--- src/rtl/regfile_wb_arbiter_if.sv ---
// Writeback bus: two write requesters (A = ALU, B = memory load) and the register-file write port.
// The master modport is the requester/regfile side; the slave modport is the arbiter.
interface regfile_wb_arbiter_if #(
    parameter int unsigned DW = 16,
    parameter int unsigned AW = 3
);
    logic          a_valid;
    logic [AW-1:0] a_adr;
    logic [DW-1:0] a_data;
    logic          a_ready;
    logic          b_valid;
    logic [AW-1:0] b_adr;
    logic [DW-1:0] b_data;
    logic          b_ready;
    logic          wr_en;
    logic [AW-1:0] wr_adr;
    logic [DW-1:0] wr_data;

    modport master (
        output a_valid, a_adr, a_data, b_valid, b_adr, b_data,
        input  a_ready, b_ready, wr_en, wr_adr, wr_data
    );

    modport slave (
        input  a_valid, a_adr, a_data, b_valid, b_adr, b_data,
        output a_ready, b_ready, wr_en, wr_adr, wr_data
    );
endinterface

--- src/rtl/regfile_wb_arbiter.sv ---
// Round-robin arbiter merging two writeback requesters onto one registered register-file write port.
// Optional pending-register scoreboard (busy flags) is built when WB_SCOREBOARD_EN is defined.
module regfile_wb_arbiter #(
    parameter int unsigned DW = 16,
    parameter int unsigned AW = 3
) (
    input  logic                 clk,
    input  logic                 rst_n,
    regfile_wb_arbiter_if.slave  bus,
    input  logic                 claim_en,
    input  logic [AW-1:0]        claim_adr,
    output logic [(1<<AW)-1:0]   busy,
    input  logic                 stall_clr,
    output logic [7:0]           stall_cnt
);
    localparam logic GntA = 1'b0;
    localparam logic GntB = 1'b1;

    logic          r_last_gnt;
    logic          r_wr_en;
    logic [AW-1:0] r_wr_adr;
    logic [DW-1:0] r_wr_data;
    logic [7:0]    r_stall_cnt;

    logic          w_a_ready;
    logic          w_b_ready;
    logic          w_xfer;
    logic          w_stall;
    logic [AW-1:0] w_wr_adr_d;
    logic [DW-1:0] w_wr_data_d;

    // On conflict the requester that did not win last time goes first.
    always_comb begin
        w_a_ready = rst_n && bus.a_valid && (!bus.b_valid || (r_last_gnt == GntB));
        w_b_ready = rst_n && bus.b_valid && !w_a_ready;
    end

    assign w_xfer      = w_a_ready || w_b_ready;
    assign w_stall     = (bus.a_valid && !w_a_ready) || (bus.b_valid && !w_b_ready);
    assign w_wr_adr_d  = w_a_ready ? bus.a_adr  : bus.b_adr;
    assign w_wr_data_d = w_a_ready ? bus.a_data : bus.b_data;

    always_ff @(posedge clk or negedge rst_n) begin
        if (!rst_n) begin
            r_last_gnt <= GntB;
            r_wr_en    <= 1'b0;
            r_wr_adr   <= '0;
            r_wr_data  <= '0;
        end else begin
            r_wr_en <= w_xfer;
            if (w_xfer) begin
                r_last_gnt <= w_b_ready ? GntB : GntA;
                r_wr_adr   <= w_wr_adr_d;
                r_wr_data  <= w_wr_data_d;
            end
        end
    end

    always_ff @(posedge clk or negedge rst_n) begin
        if (!rst_n) begin
            r_stall_cnt <= '0;
        end else if (stall_clr) begin
            r_stall_cnt <= '0;
        end else if (w_stall && (r_stall_cnt != 8'hFF)) begin
            r_stall_cnt <= r_stall_cnt + 8'd1;
        end
    end

`ifdef WB_SCOREBOARD_EN
    logic [(1<<AW)-1:0] r_busy;
    logic [(1<<AW)-1:0] w_busy_d;

    // A claim landing on the same edge as the clearing write wins: the new producer is still pending.
    always_comb begin
        w_busy_d = r_busy;
        if (w_xfer) begin
            w_busy_d[w_wr_adr_d] = 1'b0;
        end
        if (claim_en) begin
            w_busy_d[claim_adr] = 1'b1;
        end
    end

    always_ff @(posedge clk or negedge rst_n) begin
        if (!rst_n) begin
            r_busy <= '0;
        end else begin
            r_busy <= w_busy_d;
        end
    end

    assign busy = r_busy;
`else
    logic w_unused_claim;
    assign w_unused_claim = ^{claim_en, claim_adr};
    assign busy           = '0;
`endif

    assign bus.a_ready = w_a_ready;
    assign bus.b_ready = w_b_ready;
    assign bus.wr_en   = r_wr_en;
    assign bus.wr_adr  = r_wr_adr;
    assign bus.wr_data = r_wr_data;
    assign stall_cnt   = r_stall_cnt;
endmodule

--- src/flat_wrapper.sv ---
// flat-port wrapper written by rule: the top's interface ports become plain ports
module regfile_wb_arbiter_flat 
#(
    parameter int unsigned DW = 16,
    parameter int unsigned AW = 3
)
  (clk, rst_n, claim_en, claim_adr, busy, stall_clr, stall_cnt, bus_a_valid, bus_a_adr, bus_a_data, bus_b_valid, bus_b_adr, bus_b_data, bus_a_ready, bus_b_ready, bus_wr_en, bus_wr_adr, bus_wr_data);
  regfile_wb_arbiter_if #(.DW(DW), .AW(AW)) bus_i ();
  input  logic clk;
  input  logic rst_n;
  input  logic claim_en;
  input  logic [AW-1:0] claim_adr;
  output logic [(1<<AW)-1:0] busy;
  input  logic stall_clr;
  output logic [7:0] stall_cnt;
  input wire logic [$bits(bus_i.a_valid)-1:0] bus_a_valid;
  input wire logic [$bits(bus_i.a_adr)-1:0] bus_a_adr;
  input wire logic [$bits(bus_i.a_data)-1:0] bus_a_data;
  input wire logic [$bits(bus_i.b_valid)-1:0] bus_b_valid;
  input wire logic [$bits(bus_i.b_adr)-1:0] bus_b_adr;
  input wire logic [$bits(bus_i.b_data)-1:0] bus_b_data;
  output wire logic [$bits(bus_i.a_ready)-1:0] bus_a_ready;
  output wire logic [$bits(bus_i.b_ready)-1:0] bus_b_ready;
  output wire logic [$bits(bus_i.wr_en)-1:0] bus_wr_en;
  output wire logic [$bits(bus_i.wr_adr)-1:0] bus_wr_adr;
  output wire logic [$bits(bus_i.wr_data)-1:0] bus_wr_data;
  assign bus_i.a_valid = bus_a_valid;
  assign bus_i.a_adr = bus_a_adr;
  assign bus_i.a_data = bus_a_data;
  assign bus_i.b_valid = bus_b_valid;
  assign bus_i.b_adr = bus_b_adr;
  assign bus_i.b_data = bus_b_data;
  assign bus_a_ready = bus_i.a_ready;
  assign bus_b_ready = bus_i.b_ready;
  assign bus_wr_en = bus_i.wr_en;
  assign bus_wr_adr = bus_i.wr_adr;
  assign bus_wr_data = bus_i.wr_data;
  regfile_wb_arbiter #(.DW(DW), .AW(AW)) u_core (.clk(clk), .rst_n(rst_n), .bus(bus_i), .claim_en(claim_en), .claim_adr(claim_adr), .busy(busy), .stall_clr(stall_clr), .stall_cnt(stall_cnt));
endmodule
--- config.mk ---
export PLATFORM = sky130hd
export DESIGN_NAME = regfile_wb_arbiter_flat
export DESIGN_NICKNAME = d
export VERILOG_FILES = /design/src/rtl/regfile_wb_arbiter_if.sv /design/src/rtl/regfile_wb_arbiter.sv /design/src/flat_wrapper.sv
export SDC_FILE = /design/constraint.sdc
export NUM_CORES = 1
export LEC_CHECK = 0
export ABC_AREA = 1
export CAP_MARGIN = 10
export CORE_MARGIN = 10
export CORE_UTILIZATION = 35
export DETAILED_ROUTE_END_ITERATION = 10
export GPL_TIMING_DRIVEN = 0
export PLACE_DENSITY = 0.71
export SYNTH_ARGS = -nofsm -noshare
export SYNTH_HDL_FRONTEND = slang
export SYNTH_SLANG_ARGS = --single-unit
export TNS_END_PERCENT = 1
--- constraint.sdc ---
create_clock -name clk -period 2.8 [get_ports clk]
set_input_delay 0.56 -clock clk [delete_from_list [all_inputs] [get_ports clk]]
set_output_delay 0.56 -clock clk [all_outputs]
set_load 0.02 [all_outputs]
==> results of run 1 <==
[area by class of cell]
type	count	area share [%]
repair buffers	72	29.9
flip-flops and latches	29	29.5
multi-input cells	146	28.1
plain buffers	16	4.31
clock buffers	7	3.90
well taps	52	2.64
inverters	10	1.52
clock inverters	1	0.203
[state kept, by name, indices dropped and copies added (netlist names)]
| signal | count |
|---|---|
| u_core.bus.wr_adr | 3 |
| u_core.bus.wr_en | 1 |
| u_core.r_last_gnt | 1 |
| u_core.bus.wr_data | 16 |
| u_core.stall_cnt | 8 |
[critical path, delay by kind of cell]
kind	cells	cell delay (ps)
and+or+nand+nor	1	100
buffers and inverters	3	1090
AOI/OAI and AO/OA	1	230
[Yosys cell counts, types with 2 or more instances]
master / instances / area share [%]
sky130_fd_sc_hd__buf_2: 4 / 1.3
sky130_fd_sc_hd__nor3_1: 2 / 0.65
sky130_fd_sc_hd__nand3_1: 12 / 3.9
sky130_fd_sc_hd__nand2_2: 2 / 0.81
sky130_fd_sc_hd__dfrtp_1: 28 / 46
sky130_fd_sc_hd__inv_1: 6 / 1.5
sky130_fd_sc_hd__a31oi_1: 19 / 7.7
sky130_fd_sc_hd__nand2_1: 62 / 15
sky130_fd_sc_hd__nor2_1: 28 / 6.8
sky130_fd_sc_hd__nand2_4: 2 / 1.5
sky130_fd_sc_hd__a21oi_1: 2 / 0.65
sky130_fd_sc_hd__buf_4: 11 / 5.4
sky130_fd_sc_hd__inv_2: 3 / 0.73
[power groups by stage]
stage                     clock, mW  combinational (mW)  sequential, mW
after floorplan                   0               0.115           0.561
after global placement            0               0.367           0.502
after detailed placement          0               0.376           0.504
after CTS                     0.391               0.375           0.498
after global routing          0.406               0.399           0.504
final                         0.375               0.369           0.497
[routing by layer]
| layer | share of wire [%] | wire length [µm] | vias up |
|---|---|---|---|
| met5 | 0 | 0 | - |
| met4 | 0.51 | 23 | 0 |
| met3 | 11 | 476 | 2 |
| met2 | 48 | 2180 | 50 |
| met1 | 41 | 1840 | 683 |
| li1 | - | - | 783 |
[what timing repair did]
action,4_1_cts,5_1_grt
endpoints found under the hold margin,0,0
endpoints found under the setup margin,2,1
resized for setup,7,1
[path summary, 6_finish.rpt]
kind                                        start                    to  depth (start not counted)  slack (ps)
worst max-delay path                  bus_a_valid           bus_a_ready                          5         260
worst min-delay path                        rst_n   u_core.stall_cnt[5]                          1         140
worst max register to register  u_core.r_last_gnt  u_core.bus.wr_adr[2]                          6        1340
worst min register to register  u_core.r_last_gnt     u_core.r_last_gnt                          2         500
max in group asynchronous                   rst_n     u_core.r_last_gnt                          2        2230
min in group clk                u_core.r_last_gnt     u_core.r_last_gnt                          2         500
[cells in the final DEF (no fill, tap or decap)]
cell                              synthesis  final
sky130_fd_sc_hd__a21oi_1                  2      2
sky130_fd_sc_hd__a21oi_2                  1      1
sky130_fd_sc_hd__a31oi_1                 19     19
sky130_fd_sc_hd__buf_16                   0      1
sky130_fd_sc_hd__buf_2                    4      4
sky130_fd_sc_hd__buf_4                   11     12
sky130_fd_sc_hd__clkbuf_1                 1      1
sky130_fd_sc_hd__clkbuf_8                 0      7
sky130_fd_sc_hd__clkdlybuf4s50_1          0     68
sky130_fd_sc_hd__clkinv_1                 1      1
sky130_fd_sc_hd__clkinv_2                 0      1
sky130_fd_sc_hd__conb_1                   1      8
sky130_fd_sc_hd__dfrtp_1                 28     28
sky130_fd_sc_hd__dfstp_2                  1      1
sky130_fd_sc_hd__dlygate4sd2_1            0      1
sky130_fd_sc_hd__dlymetal6s2s_1           0      1
sky130_fd_sc_hd__ha_1                     1      1
sky130_fd_sc_hd__inv_1                    6      6
sky130_fd_sc_hd__inv_2                    3      3
sky130_fd_sc_hd__maj3_2                   1      1
sky130_fd_sc_hd__nand2_1                 62     62
sky130_fd_sc_hd__nand2_2                  2      2
sky130_fd_sc_hd__nand2_4                  2      2
sky130_fd_sc_hd__nand2_8                  1      1
sky130_fd_sc_hd__nand3_1                 12     12
sky130_fd_sc_hd__nand4_1                  1      1
sky130_fd_sc_hd__nor2_1                  28     28
sky130_fd_sc_hd__nor2_4                   1      1
sky130_fd_sc_hd__nor3_1                   2      2
sky130_fd_sc_hd__o21ai_0                  1      1
sky130_fd_sc_hd__o21bai_1                 1      1
sky130_fd_sc_hd__xor2_1                   1      1
[cell families after synthesis]
group,count (synthesis)
compound gates,24
xor+xnor,1
other cells,1
flops,29
simple gates,111
fa+ha+maj,2
buf+inv,26
[metrics by stage]
step / worst slack [ps] / total power [mW] / utilization, % / setup TNS, ps
floorplan: 1070 / 0.677 / - / 0
CTS: 1.00 / 1.26 / 57.4 / 0
finish: 256 / 1.24 / 57.5 / 0
detailed placement: -785 / 0.880 / 55.1 / -1920
global placement: -1170 / 0.869 / 54.5 / -10870
global route: 162 / 1.31 / 57.5 / 0
==> impl_metrics.py, run 1 <==
metrics = {
    "timing": {
        "skew_ps": 3.29,
        "maxSlewViolCount": 0,
        "hold_viol": 0,
        "report.final.setup_viol": 0,
        "max_freq_mhz": 393,
        "rsz_0062_raised_after_global_routing": "no",
        "final.min_clock_period_ps": 2540,
        "fin_crit_sh_pct": 90.8,
        "fin_worst_hold_slack_ps": 142,
    },
    "yosys": {
        "synthCells": 194,
        "synth_compound_gate_area_share_pct": 9.76,
        "synth.cell_area_um2": 1540,
        "ys_async_sr_fraction_pct": 100,
        "synthesized_area_fraction_occupied_by_adder_cells_pct": 1.55,
        "synth_enable_flop_cells": 0,
        "muxShareOfSynthArea_pct": 0,
        "synthesis.yosys.warnings": 0,
        "syn_area_per_cell_um2": 7.93,
        "yosys.area_share.xor_xnor_pct": 0.570,
        "synth_top_family_by_area": "simple AND/OR/NAND/NOR gates",
        "yosys.area_share.simple_pct": 31.2,
        "ys_ff_latch": 29,
        "seq_area_frac_synth_pct": 47.3,
        "yosys.cell_types.count": 26,
        "ys_dominant_reg_cell": "sky130_fd_sc_hd__dfrtp_1",
    },
    "worst_setup_path": {
        "timing_worst_setup_path_type": "in -> out",
        "slowest_cp_cell": "sky130_fd_sc_hd__clkdlybuf4s50_1",
        "critical_path.max_stage_delay_ps": 510,
        "path_cells": "clkdlybuf4s50_1 > nand2_1 > a21oi_2 > buf_4 > dlygate4sd2_1",
        "critical_path_required_ps": 2240,
        "cp_data_arrival_time_ps": 1980,
        "end_kind": "primary output",
        "setup.worst_path.start_class": "primary input",
        "timing.critical_path.fanout_max": 10,
    },
    "global_route": {
        "grt_antenna_before_repair": 0,
        "grt_start_max_net_pins": 18,
        "grt_overflow_total": 0,
        "grt_use_met1_pct": 13.5,
        "grt_first_pass_wirelength_mm": 7.40,
        "use_met3_pct": 6.75,
        "grt_most_used_layer": "met2",
        "via_count_of_the_first_global_routing_pass": 1491,
        "globalRouteTotalUtil_pct": 12.3,
        "global_route_track_usage_on_met2_pct": 19.7,
    },
    "floorplan": {
        "dieWidth_um": 86.3,
        "fp.coreArea_um2": 4290,
        "starting_density_of_the_core_pct": 35.8,
        "die_area_um2": 7450,
        "rows": 24,
        "die_h_um": 86.3,
        "io_pins": 85,
    },
    "clock_tree": {
        "number_of_levels_in_the_clock_h_tree": 2,
        "cts-buffers-inserted": 5,
        "cts_post_setup_buffers_inserted": 0,
        "clk_transition_reported_paths_ps": 60,
        "clk_latency_ps": 270,
        "cts-root-buf": "sky130_fd_sc_hd__clkbuf_8",
        "max-clock-path-buffers": 2,
        "tritoncts_clock_tree": "built",
        "hold_buffers": 0,
        "clock-sinks": 29,
    },
    "placement": {
        "globalplace.congestion": 0.851,
        "post-dp-hpwl_mm": 3.67,
        "place.detailed.instances": 325,
        "place.port_buffers": 71,
        "dpl-instance-area_um2": 2370,
    },
    "final_layout": {
        "area_growth_pct": 60.5,
        "multi_input_comb_area_um2": 693,
        "layout-drive-gt1-share_pct": 13.2,
        "ff_latch_area_um2": 727,
        "antenna_cells": 0,
        "stdcell_area_um2": 2470,
        "final_nets": 328,
        "fill_cells": 430,
        "layoutNonFillerInstCount": 333,
    },
    "detailed_routing": {
        "post_drt_via_cell_ratio": 4.56,
        "avgRoutedWirePerCell_um": 13.6,
        "drt_pass1_iterations": 4,
        "route.final.wire_length_mm": 4.52,
        "remaining_antenna_violation_count_after_routing": 0,
        "drt_iter0_drc": 42,
        "vias": 1518,
        "drc_errors": 0,
    },
    "pwr": {
        "power-per-cell-area_nw_per_um2": 503,
        "internal_power_uw": 875,
        "power.leakage_nw": 1.15,
        "clock_power_share_pct": 30.3,
        "power.share.switching_pct": 29.5,
        "seqPwrFrac_pct": 40.0,
        "vdd.ir_drop.worst_mv": 0.294,
        "p_sw_uw": 366,
        "comb_power_share_pct": 29.7,
    },
    "hold_path": {
        "path_class_of_the_lowest_slack_min_delay_path": "in -> async",
    },
    "run": {
        "drv_cap": 0,
    },
    "outcome": {
        "status": "finished, final reports clean",
    },
}
(Power assumes the default switching activity.)
==> run 2: changes to the inputs <==
--- a/config.mk
+++ b/config.mk
@@ -7,3 +7,2 @@
 export LEC_CHECK = 0
-export ABC_AREA = 1
 export CAP_MARGIN = 10
@@ -13,3 +12,3 @@
 export GPL_TIMING_DRIVEN = 0
-export PLACE_DENSITY = 0.71
+export PLACE_DENSITY = 0.72
 export SYNTH_ARGS = -nofsm -noshare
--- a/constraint.sdc
+++ b/constraint.sdc
@@ -3,2 +3,2 @@
 set_output_delay 0.56 -clock clk [all_outputs]
-set_load 0.02 [all_outputs]
+set_load 0.1 [all_outputs]
==> impl_metrics.py, run 2 <==
metrics = {
    "placement": {
        "post-dp-hpwl_mm": 3.30,
        "place_worst_setup_slack_ps": -881,
        "place.port_buffers": 71,
        "globalplace.congestion": 0.738,
    },
    "yosys": {
        "synth_commonest_cells": "28 x sky130_fd_sc_hd__dfrtp_1, 24 x sky130_fd_sc_hd__nand2_1, 23 x sky130_fd_sc_hd__o21ai_0",
        "synth_most_common_cell": "sky130_fd_sc_hd__dfrtp_1",
        "ys_dominant_reg_cell": "sky130_fd_sc_hd__dfrtp_1",
        "netlist_top_cells_area": "sky130_fd_sc_hd__dfrtp_1 47%, sky130_fd_sc_hd__mux2i_1 13%, sky130_fd_sc_hd__o21ai_0 7.7%",
        "synthCells": 150,
        "ys_async_sr_fraction_pct": 100,
        "seq_area_frac_synth_pct": 48.8,
        "syn_area_per_cell_um2": 9.93,
        "post-synth-top-area-fraction_pct": 47.0,
        "yosys.cell_types.count": 29,
        "synth_top_cell_by_area": "sky130_fd_sc_hd__dfrtp_1",
        "synth.cell_area_um2": 1490,
        "ys_ff_latch": 29,
        "synth_enable_flop_cells": 0,
        "synthesis.yosys.warnings": 0,
    },
    "detailed_routing": {
        "drt_iter0_drc": 64,
        "route.final.wire_length_mm": 4.18,
        "drc_errors": 0,
        "remaining_antenna_violation_count_after_routing": 0,
        "drt_pass1_iterations": 4,
        "avgRoutedWirePerCell_um": 14.6,
        "post_drt_via_cell_ratio": 4.68,
        "vias": 1339,
    },
    "worst_setup_path": {
        "timing_worst_setup_path_type": "in -> out",
        "setup.worst_path.start_class": "primary input",
        "startpoint": "bus_a_valid",
        "timing.reg2reg.worst_path_depth": 5,
        "end_kind": "primary output",
        "path_cells": "clkdlybuf4s50_1 > nand2_1 > a21oi_1 > buf_2 > nor2_2 > buf_2",
        "cp_data_arrival_time_ps": 2080,
        "rr_endpoint": "u_core.stall_cnt[4]",
        "critical_path_required_ps": 2240,
        "worst_r2r_startpoint": "u_core.stall_cnt[0]",
        "ff2ff_setup_slack_ps": 1070,
        "slowest_cp_cell": "sky130_fd_sc_hd__clkdlybuf4s50_1",
        "timing.critical_path.fanout_max": 10,
        "critical_path.max_stage_delay_ps": 500,
        "critical-path-top-cell-by-count": "sky130_fd_sc_hd__buf_2",
    },
    "clock_tree": {
        "clk_transition_reported_paths_ps": 70,
        "clock-sinks": 29,
        "clk_latency_ps": 280,
        "hold_buffers": 0,
        "number_of_levels_in_the_clock_h_tree": 2,
        "max-clock-path-buffers": 2,
        "cts-buffers-inserted": 5,
        "cts-root-buf": "sky130_fd_sc_hd__clkbuf_8",
        "tritoncts_clock_tree": "built",
    },
    "run": {
        "drv_cap": 0,
    },
    "pwr": {
        "power-per-cell-area_nw_per_um2": 616,
        "vdd.ir_drop.worst_mv": 0.245,
        "power.leakage_nw": 1.00,
        "total_power_mw": 1.46,
    },
    "floorplan": {
        "io_pins": 85,
        "fp.coreArea_um2": 4060,
        "rows": 23,
        "dieWidth_um": 85.3,
        "starting_density_of_the_core_pct": 36.7,
        "die_area_um2": 7270,
        "die_h_um": 85.3,
    },
    "global_route": {
        "grt_start_max_net_pins": 34,
        "grt_first_pass_wirelength_mm": 6.67,
        "grt_antenna_before_repair": 0,
        "via_count_of_the_first_global_routing_pass": 1395,
        "globalRouteTotalUtil_pct": 11.2,
        "grt_overflow_total": 0,
    },
    "hold_path": {
        "path_class_of_the_lowest_slack_min_delay_path": "in -> async",
    },
    "final_layout": {
        "largest_reg_flops": 16,
        "postLayoutCoreUtil_pct": 58.5,
        "fill_cells": 377,
        "mostFrequentLayoutCells": "68 x sky130_fd_sc_hd__clkdlybuf4s50_1, 28 x sky130_fd_sc_hd__dfrtp_1, 24 x sky130_fd_sc_hd__nand2_1",
        "antenna_cells": 0,
        "final_nets": 283,
        "area_growth_pct": 59.2,
        "layout-drive-gt1-share_pct": 11.4,
        "layout.cells.most_common": "sky130_fd_sc_hd__clkdlybuf4s50_1",
    },
    "timing": {
        "max_freq_mhz": 379,
        "maxSlewViolCount": 0,
        "max_slew.worst_pin.slew_ps": 989,
        "slew_headroom_pct": 33.9,
        "report.final.setup_viol": 0,
        "fin_crit_sh_pct": 94.2,
        "skew_ps": 6.03,
        "final_critical_path_setup_slack_ps": 161,
        "hold_viol": 0,
        "final.min_clock_period_ps": 2640,
        "rsz_0062_raised_after_global_routing": "no",
        "fin_worst_hold_slack_ps": 203,
    },
    "outcome": {
        "status": "finished, final reports clean",
    },
}
-- run 2: cell count changes after synthesis, sizes merged, moves of 2 or more --
cell | before | now
a31oi | 19 | 0
o31ai | 0 | 3
and4 | 0 | 2
nand2 | 67 | 24
inv | 9 | 5
or4 | 0 | 4
clkbuf | 1 | 4
a21oi | 3 | 7
buf | 15 | 13
nor2 | 29 | 1
nor3 | 2 | 0
o21ai | 1 | 23
mux2i | 0 | 19
nand3 | 12 | 3
-- run 2: cells by family (layout without fill, tap and decap cells) --
family	Yosys count	count (layout)	synth area share, %
other	1	8	0.252
buffers and inverters	22	101	8.73
muxes	19	19	12.8
adders and majority gates	2	2	1.60
AOI/OAI and AO/OA	36	36	13.2
DFF	29	29	48.8
and+or+nand+nor	41	41	14.7
-- run 2: metal layers --
metal  GRT usage [%]  share of wire, %  vias up
met3            7.07                11        7
met5               0                 0        -
met4            3.14               1.0        0
li1                -                 -      680
met1            12.4                42      600
met2            17.2                46       52
-- run 2: power by group --
group          total, mW  switching, mW  internal, mW
clock              0.348          0.148         0.200
combinational      0.622          0.458         0.164
sequential         0.491         0.0263         0.465
total               1.46          0.632         0.829
-- run 2: worst max-delay path by stage --
stage	to	slack, ps	cells after the start
2_1_floorplan	bus_b_ready	290	4
3_3_place_gp	bus_a_ready	-1870	5
3_5_place_dp	bus_a_ready	-880	5
4_1_cts	bus_b_ready	-30	6
5_1_grt	bus_b_ready	9	6
6_report	bus_b_ready	160	6
-- run 2: worst max-delay path: cells and delay by family --
family	cells	cell delay, ps
AO/OA/AOI/OAI	1	230
AND/OR/NAND/NOR	2	140
buffers and inverters	3	1140
-- run 2: repair_timing --
| item | in CTS | in global routing |
|---|---|---|
| setup buffers | 0 | 0 |
| endpoints found under the hold margin | 0 | 0 |
| resized for setup | 9 | 4 |
| setup endpoints to repair | 2 | 2 |
-- run 2: area by class of cell --
class	instances	area, µm²	area share, %
buffer	17	111	4.69
clock buffer	8	90.1	3.80
inverter	5	18.8	0.791
multi-input combinational	106	662	27.9
sequential	29	727	30.6
tap	50	62.6	2.64
timing repair buffer	71	701	29.5
-- run 2: stage by stage --
stage,TNS (ps),area (µm²),instances
6_report,0,2370,286
5_1_grt,0,2370,286
4_1_cts,-30.3,2380,286
3_5_place_dp,-1600,2290,278
3_3_place_gp,-19490,2290,278
2_1_floorplan,0,1520,157
==> run 3: changes to the inputs <==
- DONT_BUFFER_PORTS: not set -> 1
- PLACE_DENSITY: 0.72 -> 0.46
==> impl_metrics.py, run 3 (synthesis gave the netlist of run 2 again) <==
metrics = {
    "final_layout": {
        "multi_input_comb_area_um2": 662,
        "area_growth_pct": 13.7,
        "ff_latch_area_um2": 727,
        "mostFrequentLayoutCells": "28 x sky130_fd_sc_hd__dfrtp_1, 24 x sky130_fd_sc_hd__nand2_1, 23 x sky130_fd_sc_hd__o21ai_0",
        "fill_cells": 406,
        "layout-drive-gt1-share_pct": 15.1,
        "final_nets": 213,
        "largest_reg_flops": 16,
        "antenna_cells": 0,
        "layout.cells.most_common": "sky130_fd_sc_hd__dfrtp_1",
    },
    "global_route": {
        "globalRouteTotalUtil_pct": 11.1,
        "grt_overflow_total": 0,
        "via_count_of_the_first_global_routing_pass": 1272,
        "grt_start_max_net_pins": 29,
        "grt_antenna_before_repair": 0,
        "grt_first_pass_wirelength_mm": 6.58,
    },
    "pwr": {
        "power.leakage_nw": 0.737,
        "total_power_mw": 1.33,
        "vdd.ir_drop.worst_mv": 0.378,
        "power-per-cell-area_nw_per_um2": 782,
    },
    "clock_tree": {
        "number_of_levels_in_the_clock_h_tree": 2,
        "cts_post_setup_buffers_inserted": 0,
        "tritoncts_clock_tree": "built",
        "clock-sinks": 29,
        "cts-buffers-inserted": 5,
        "clk_transition_reported_paths_ps": 60,
        "clk_latency_ps": 270,
        "max-clock-path-buffers": 2,
        "cts-root-buf": "sky130_fd_sc_hd__clkbuf_8",
    },
    "detailed_routing": {
        "drt_iter0_drc": 70,
        "post_drt_via_cell_ratio": 5.09,
        "drt_pass1_iterations": 4,
        "route.final.wire_length_mm": 4.07,
        "remaining_antenna_violation_count_after_routing": 0,
        "vias": 1099,
        "avgRoutedWirePerCell_um": 18.9,
        "drc_errors": 0,
    },
    "timing": {
        "fin_crit_sh_pct": 93.9,
        "rsz_0062_raised_after_global_routing": "no",
        "fin_worst_hold_slack_ps": 101,
        "report.final.setup_viol": 0,
        "skew_ps": 5.73,
        "maxSlewViolCount": 0,
        "max_slew.worst_pin.slew_ps": 1080,
        "hold_viol": 0,
        "max_freq_mhz": 380,
        "final.min_clock_period_ps": 2630,
        "final.setup.tns_ps": 0,
        "slew_headroom_pct": 28.1,
    },
    "floorplan": {
        "io_pins": 85,
        "dieWidth_um": 85.3,
        "rows": 23,
        "fp.coreArea_um2": 4060,
        "die_h_um": 85.3,
        "die_area_um2": 7270,
        "starting_density_of_the_core_pct": 36.7,
    },
    "worst_setup_path": {
        "path_cells": "inv_1 > a21oi_1 > clkbuf_4 > nor2_2",
        "end_kind": "primary output",
        "critical_path.max_stage_delay_ps": 920,
        "cp_data_arrival_time_ps": 2070,
        "timing.critical_path.fanout_max": 10,
        "critical_path_required_ps": 2240,
        "setup.worst_path.start_class": "flop",
        "crit_buf_inv": 2,
        "timing_worst_setup_path_type": "reg -> out",
        "path_delay_family": "simple AND/OR/NAND/NOR gates",
        "slowest_cp_cell": "sky130_fd_sc_hd__nor2_2",
    },
    "run": {
        "drv_cap": 0,
    },
    "placement": {
        "globalplace.congestion": 0.751,
        "place.port_buffers": 0,
        "post-dp-hpwl_mm": 3.14,
    },
    "hold_path": {
        "path_class_of_the_lowest_slack_min_delay_path": "in -> async",
    },
    "outcome": {
        "status": "finished, final reports clean",
    },
}
run 3: path summary, 6_finish.rpt:
path / start / endpoint / slack, ps / depth (start not counted)
max in group asynchronous: rst_n / u_core.bus.wr_data[15] / 2540 / 1
min: rst_n / u_core.stall_cnt[4] / 100 / 1
min reg2reg: u_core.r_last_gnt / u_core.r_last_gnt / 480 / 2
max: u_core.r_last_gnt / bus_b_ready / 170 / 4
max reg2reg: u_core.stall_cnt[2] / u_core.stall_cnt[7] / 390 / 4
min in group clk: rst_n / u_core.r_last_gnt / 440 / 2
run 3: metal layers:
layer	global-route usage (%)	wire [µm]	vias up
li1	-	-	540
met1	12.1	1630	499
met2	17.3	1930	53
met3	6.79	472	7
met4	4.19	42	0
met5	0	0	-
run 3: layout make-up:
cell class | instances | share of cell area (%)
clock buffer | 8 | 5.32
inverter | 5 | 1.11
tap | 50 | 3.69
timing repair buffer | 1 | 1.18
multi-input combinational | 106 | 39.1
sequential | 29 | 42.9
buffer | 17 | 6.72
run 3: what timing repair did:
item | 4_1_cts | 5_1_grt
gates resized for setup | 0 | 1
endpoints found under the hold margin | 28 | 0
hold buffers | 1 | 0
endpoints found under the setup margin | 0 | 1
run 3: per-stage QoR:
stage	instance area [µm²]	util, %	cells	setup slack [ps]
detailed placement	1580	39.0	207	198
finish	1690	41.8	216	170
floorplan	1520	-	157	287
global placement	1580	39.0	207	195
global route	1690	41.8	216	64.9
CTS	1690	41.7	216	65.2
run 3: report_power, final:
part	internal, mW	switching, mW	total, mW	leakage [nW]
sequential	0.457	0.341	0.799	0.366
combinational	0.0529	0.123	0.175	0.325
clock	0.200	0.151	0.351	0.0455
total	0.710	0.615	1.33	0.737
